File: config.mk
export PLATFORM = sky130hd
export DESIGN_NAME = iter_pow_unit
export DESIGN_NICKNAME = d
export VERILOG_FILES = /design/src/rtl/iter_pow_unit.sv
export SDC_FILE = /design/constraint.sdc
export NUM_CORES = 2
export LEC_CHECK = 0
export CORE_ASPECT_RATIO = 0.6
export CORE_UTILIZATION = 35
export CTS_CLUSTER_SIZE = 16
export DETAILED_ROUTE_END_ITERATION = 7
export SYNTH_ARGS = -nofsm -noshare
export SYNTH_HDL_FRONTEND = slang
export SYNTH_SLANG_ARGS = --single-unit
File: constraint.sdc
create_clock -name clk -period 9.4 [get_ports clk]
set_input_delay 0.94 -clock clk [delete_from_list [all_inputs] [get_ports clk]]
set_output_delay 0.94 -clock clk [all_outputs]
set_load 0.01 [all_outputs]
File: src/rtl/iter_pow_unit.sv
// iter_pow_unit
//   Handshaked multi-cycle evaluator. Each command computes one of:
//     power mode (in_mode=0): in_a ** in_exp, by square-and-multiply,
//                             consuming one exponent bit per cycle.
//     sum mode   (in_mode=1): in_a + in_b + 1.
//   Results wrap modulo 2^WIDTH. out_overflow reports that the true result
//   did not fit in WIDTH bits.
//
// Ports
//   clk, rst_n          clock, asynchronous active-low reset
//   in_valid/in_ready   command handshake; in_ready is high only when idle
//   in_mode             0 = power, 1 = sum
//   in_a, in_b, in_exp  operands (unsigned)
//   out_valid/out_ready result handshake
//   out_result          result modulo 2^WIDTH
//   out_overflow        true result needed more than WIDTH bits
module iter_pow_unit #(
  parameter int WIDTH = 32,
  parameter int EXP_W = 5
) (
  input  logic             clk,
  input  logic             rst_n,
  input  logic             in_valid,
  output logic             in_ready,
  input  logic             in_mode,
  input  logic [WIDTH-1:0] in_a,
  input  logic [WIDTH-1:0] in_b,
  input  logic [EXP_W-1:0] in_exp,
  output logic             out_valid,
  input  logic             out_ready,
  output logic [WIDTH-1:0] out_result,
  output logic             out_overflow
);

  typedef enum logic [1:0] {
    S_IDLE = 2'd0,
    S_RUN  = 2'd1,
    S_DONE = 2'd2
  } state_e;

  localparam logic [WIDTH-1:0] ONE_W = {{(WIDTH-1){1'b0}}, 1'b1};

  state_e           state_q, state_d;
  logic [WIDTH-1:0] acc_q, acc_d;
  logic [WIDTH-1:0] sq_q, sq_d;
  logic [EXP_W-1:0] e_q, e_d;
  logic             ovf_q, ovf_d;
  // Output registers are separate from acc so the presented result only
  // changes on the edge that enters DONE.
  logic [WIDTH-1:0] res_q, res_d;
  logic             of_q, of_d;

  // Two full-width multipliers: accumulate and square.
  logic [2*WIDTH-1:0] prod_acc;
  logic [2*WIDTH-1:0] prod_sq;
  logic [EXP_W-1:0]   e_sh;
  logic [WIDTH-1:0]   acc_nxt;
  logic               ovf_nxt;
  logic [WIDTH:0]     sum_full;

  always_comb begin
    prod_acc = acc_q * sq_q;
    prod_sq  = sq_q * sq_q;
    e_sh     = e_q >> 1;
    acc_nxt  = e_q[0] ? prod_acc[WIDTH-1:0] : acc_q;
    // A wrapped square only matters if a later exponent bit will use it.
    ovf_nxt  = ovf_q
             | (e_q[0] & (|prod_acc[2*WIDTH-1:WIDTH]))
             | ((e_sh != '0) & (|prod_sq[2*WIDTH-1:WIDTH]));
    sum_full = {1'b0, in_a} + {1'b0, in_b} + {{WIDTH{1'b0}}, 1'b1};
  end

  always_comb begin
    state_d = state_q;
    acc_d   = acc_q;
    sq_d    = sq_q;
    e_d     = e_q;
    ovf_d   = ovf_q;
    res_d   = res_q;
    of_d    = of_q;
    unique case (state_q)
      S_IDLE: begin
        if (in_valid) begin
          ovf_d = 1'b0;
          if (in_mode) begin
            res_d   = sum_full[WIDTH-1:0];
            of_d    = sum_full[WIDTH];
            state_d = S_DONE;
          end else if (in_exp == '0) begin
            res_d   = ONE_W;
            of_d    = 1'b0;
            state_d = S_DONE;
          end else begin
            acc_d   = ONE_W;
            sq_d    = in_a;
            e_d     = in_exp;
            state_d = S_RUN;
          end
        end
      end
      S_RUN: begin
        acc_d = acc_nxt;
        sq_d  = prod_sq[WIDTH-1:0];
        e_d   = e_sh;
        ovf_d = ovf_nxt;
        if (e_sh == '0) begin
          res_d   = acc_nxt;
          of_d    = ovf_nxt;
          state_d = S_DONE;
        end
      end
      S_DONE: begin
        if (out_ready) state_d = S_IDLE;
      end
      default: state_d = S_IDLE;
    endcase
  end

  always_ff @(posedge clk or negedge rst_n) begin
    if (!rst_n) begin
      state_q <= S_IDLE;
      acc_q   <= '0;
      sq_q    <= '0;
      e_q     <= '0;
      ovf_q   <= 1'b0;
      res_q   <= '0;
      of_q    <= 1'b0;
    end else begin
      state_q <= state_d;
      acc_q   <= acc_d;
      sq_q    <= sq_d;
      e_q     <= e_d;
      ovf_q   <= ovf_d;
      res_q   <= res_d;
      of_q    <= of_d;
    end
  end

  assign in_ready     = (state_q == S_IDLE);
  assign out_valid    = (state_q == S_DONE);
  assign out_result   = res_q;
  assign out_overflow = of_q;

endmodule

==> flow_metrics.py <==
metrics = {
    "place": {
        "hpwlAfterDp_um": 177000,
        "gp_congestion": 0.926,
        "port_buffers": 108,
        "placed_cells": 10020,
    },
    "detailed_routing": {
        "ant_nets": 0,
        "drtIter0Drc": 4291,
        "drt-total-wl_um": 206000,
        "wl_per_cell_um": 20.5,
        "drc": 0,
        "drt_pre_antenna_iters": 6,
        "vias_per_cell": 5.07,
        "dr_total_vias": 50979,
    },
    "synth": {
        "synth_edf_count": 0,
        "ys_types": 92,
        "synth_simple_gate_area_share_pct": 15.5,
        "synth_fa_ha_area_share_pct": 59.9,
        "ys_seq_area_share_pct": 3.81,
        "post_synth.cell_area_avg_um2": 9.21,
        "synth_seq_cells": 105,
        "yosysWarnings": 0,
        "synth_top_family_by_area": "adder cells",
        "synth_area_mm2": 0.0690,
        "synth-xor-area-share_pct": 1.62,
        "synth_async_sr_flop_share_pct": 100,
        "yosysTopAreaCellShare_pct": 49.8,
        "synth-main-ff-cell": "dfrtp_1",
        "synthesis.nets": 9836,
        "synthCells": 7487,
        "synthMuxAreaShare_pct": 1.17,
        "yosys.area.top_type": "fa_1",
        "ys_top_cells_by_area": "fa_1 50%, ha_1 10%, inv_1 9.2%",
        "synth-compound-area-share_pct": 6.37,
    },
    "floorplan": {
        "rows": 125,
        "fp.dieW_um": 575,
        "die_h_um": 346,
        "boundaryPins": 109,
        "dieArea_mm2": 0.199,
        "start_util_pct": 35.4,
        "coreArea_mm2": 0.195,
    },
    "worst_setup_path": {
        "critPathRequiredTime_ns": 9.75,
        "worst-setup-path-type": "reg -> reg",
        "arrival_ns": 9.56,
        "r2r_end": "ovf_q",
        "r2r_start": "sq_q[10]",
        "critPathLaunch": "sq_q[10]",
        "crit_slowest_cell": "fa_1",
        "ff2ff_setup_slack_ns": 0.20,
        "crit_path_start_kind": "flop",
        "worstPathMaxFanout": 41,
        "reg2reg_depth": 31,
        "crit_path_frequent_cell": "fa_1",
        "cpPeakStageDelay_ns": 0.52,
        "endpoint_kind": "flop",
    },
    "cts": {
        "cts_tree": "done",
        "worstSkewPairLatency_ns": 0.46,
        "cts_buffer_depth": 2,
        "clock-sinks": 105,
        "clk_pin_slew_worst_paths_ns": 0.12,
        "ctsHtreeMaxLevel": 3,
        "numCtsBuffers": 9,
        "cts_root_buffer": "clkbuf_16",
    },
    "final_layout": {
        "layout_commonest_cell": "fa_1",
        "mostFrequentLayoutCells": "1715 x fa_1, 1691 x inv_1, 867 x nand2_1, 826 x and2_1, 558 x ha_1",
        "final_util_pct": 38.3,
        "stdcell_count": 10059,
        "post_route_cells_drive_above_1_share_pct": 5.29,
        "fin_nets": 9793,
        "multi_input_area_mm2": 0.0586,
        "regArea_mm2": 0.00271,
        "syn2layout_area_growth_pct": 8.08,
        "fillerInstances": 19506,
    },
    "sta": {
        "hold_ws_ns": 0.487,
        "finalHoldViolations": 0,
        "finalCritPeriodShare_pct": 97.9,
        "max_slew_margin_pct": 14.5,
        "final-setup-viol-count": 0,
        "finClkSkew_ns": 0.0400,
        "tns_ns": 0,
        "worst_pin_slew_ns": 1.28,
        "min_period_ns": 9.20,
        "clock.fmax_mhz": 109,
        "drv_slew": 0,
    },
    "global_route": {
        "grt_max_degree": 63,
        "grt_pass1_wl_um": 328000,
        "antenna_found_initial": 9,
        "grt_overflow_total": 0,
        "grt_pass1_vias": 55078,
        "track_usage_pct": 21.3,
    },
    "worst_hold_path": {
        "hold_depth": 2,
        "worstHoldEndpoint": "out_result[29]",
        "hold_path.class": "reg -> reg",
        "min-delay-start": "out_result[29]",
    },
    "flow_run": {
        "maxCapViolCount": 0,
    },
    "status": {
        "run_status": "finished, final reports clean",
    },
}
-- sequential cells by signal, summed over array words and instances (netlist names) --
signal / cells
state_q: 2
out_result: 32
e_q: 5
acc_q: 32
ovf_q: 1
sq_q: 32
out_overflow: 1
-- worst max-delay path by stage --
stage / to
6_report: ovf_q
3_3_place_gp: out_overflow
3_5_place_dp: ovf_q
5_1_grt: ovf_q
4_1_cts: ovf_q
2_1_floorplan: ovf_q
-- cell usage after synthesis, types with 16 or more instances --
master and number:
nand3_1 63, dfrtp_1 105, inv_1 1693, buf_1 16, a21o_1 104, o21bai_1 18, mux2i_1 73, buf_2 21
nand2_1 869, nor3_1 34, a21boi_0 16, and3_1 20, xnor2_1 77, a21oi_1 183, a31oi_1 22, nand4_1 38
ha_1 560, o21ai_0 149, xor2_1 49, nor2b_1 19, nand2b_1 19, clkbuf_1 369, fa_1 1715, o211ai_1 21
nor2_1 153, a211oi_1 18, and2_1 826
-- metrics by stage --
step,cell area (um^2),worst slack [ns]
after floorplan,69000,0.952
after global placement,73800,-0.611
after detailed placement,73800,-0.173
after CTS,74100,0.0159
after global routing,74500,-0.0147
final,74500,0.196
-- routing by layer --
| layer | vias up | global-route usage (%) | share of wire, % |
|---|---|---|---|
| met5 | - | 0 | 0.046 |
| met4 | 11 | 3.17 | 1.4 |
| met3 | 153 | 4.06 | 9.5 |
| met2 | 2041 | 29.8 | 40 |
| met1 | 26513 | 34.0 | 49 |
| li1 | 22261 | - | - |
-- critical path: cells and delay by family (launching register included) --
family | cells | cell delay [ns]
and+or+nand+nor | 9 | 2.17
buffers and inverters | 8 | 0.98
DFF | 1 | 0.45
muxes | 1 | 0.32
adders and majority gates | 9 | 4.00
AOI/OAI and AO/OA | 4 | 1.10
-- timing repair --
action / 4_1_cts / 5_1_grt
hold buffers: 0 / 0
pin swaps: 1 / 4
resized for setup: 11 / 66
setup buffers: 0 / 16
hold endpoints to repair: 0 / 0
endpoints found under the setup margin: 2 / 2
-- final cells by class --
| cell class | count | area share [%] |
|---|---|---|
| inverters | 1695 | 8.55 |
| clock buffers | 9 | 0.302 |
| diodes | 7 | 0.0235 |
| well taps | 2603 | 4.37 |
| repair buffers | 361 | 4.43 |
| flip-flops and latches | 105 | 3.63 |
| multi-input cells | 5272 | 78.6 |
| clock inverters | 7 | 0.123 |
-- logic make-up (layout without fill, tap and decap cells) --
| group | after synthesis | after routing |
|---|---|---|
| AO/OA/AOI/OAI | 672 | 672 |
| XOR/XNOR | 127 | 127 |
| adder cells (fa/ha/maj) | 2275 | 2275 |
| buffers and inverters | 2110 | 2072 |
| flip-flops | 105 | 105 |
| multiplexers | 80 | 80 |
| other | 0 | 7 |
| AND/OR/NAND/NOR | 2118 | 2118 |
Power is not shown: default switching activity piles up to over one toggle a cycle in this logic, so the estimate is an artifact.
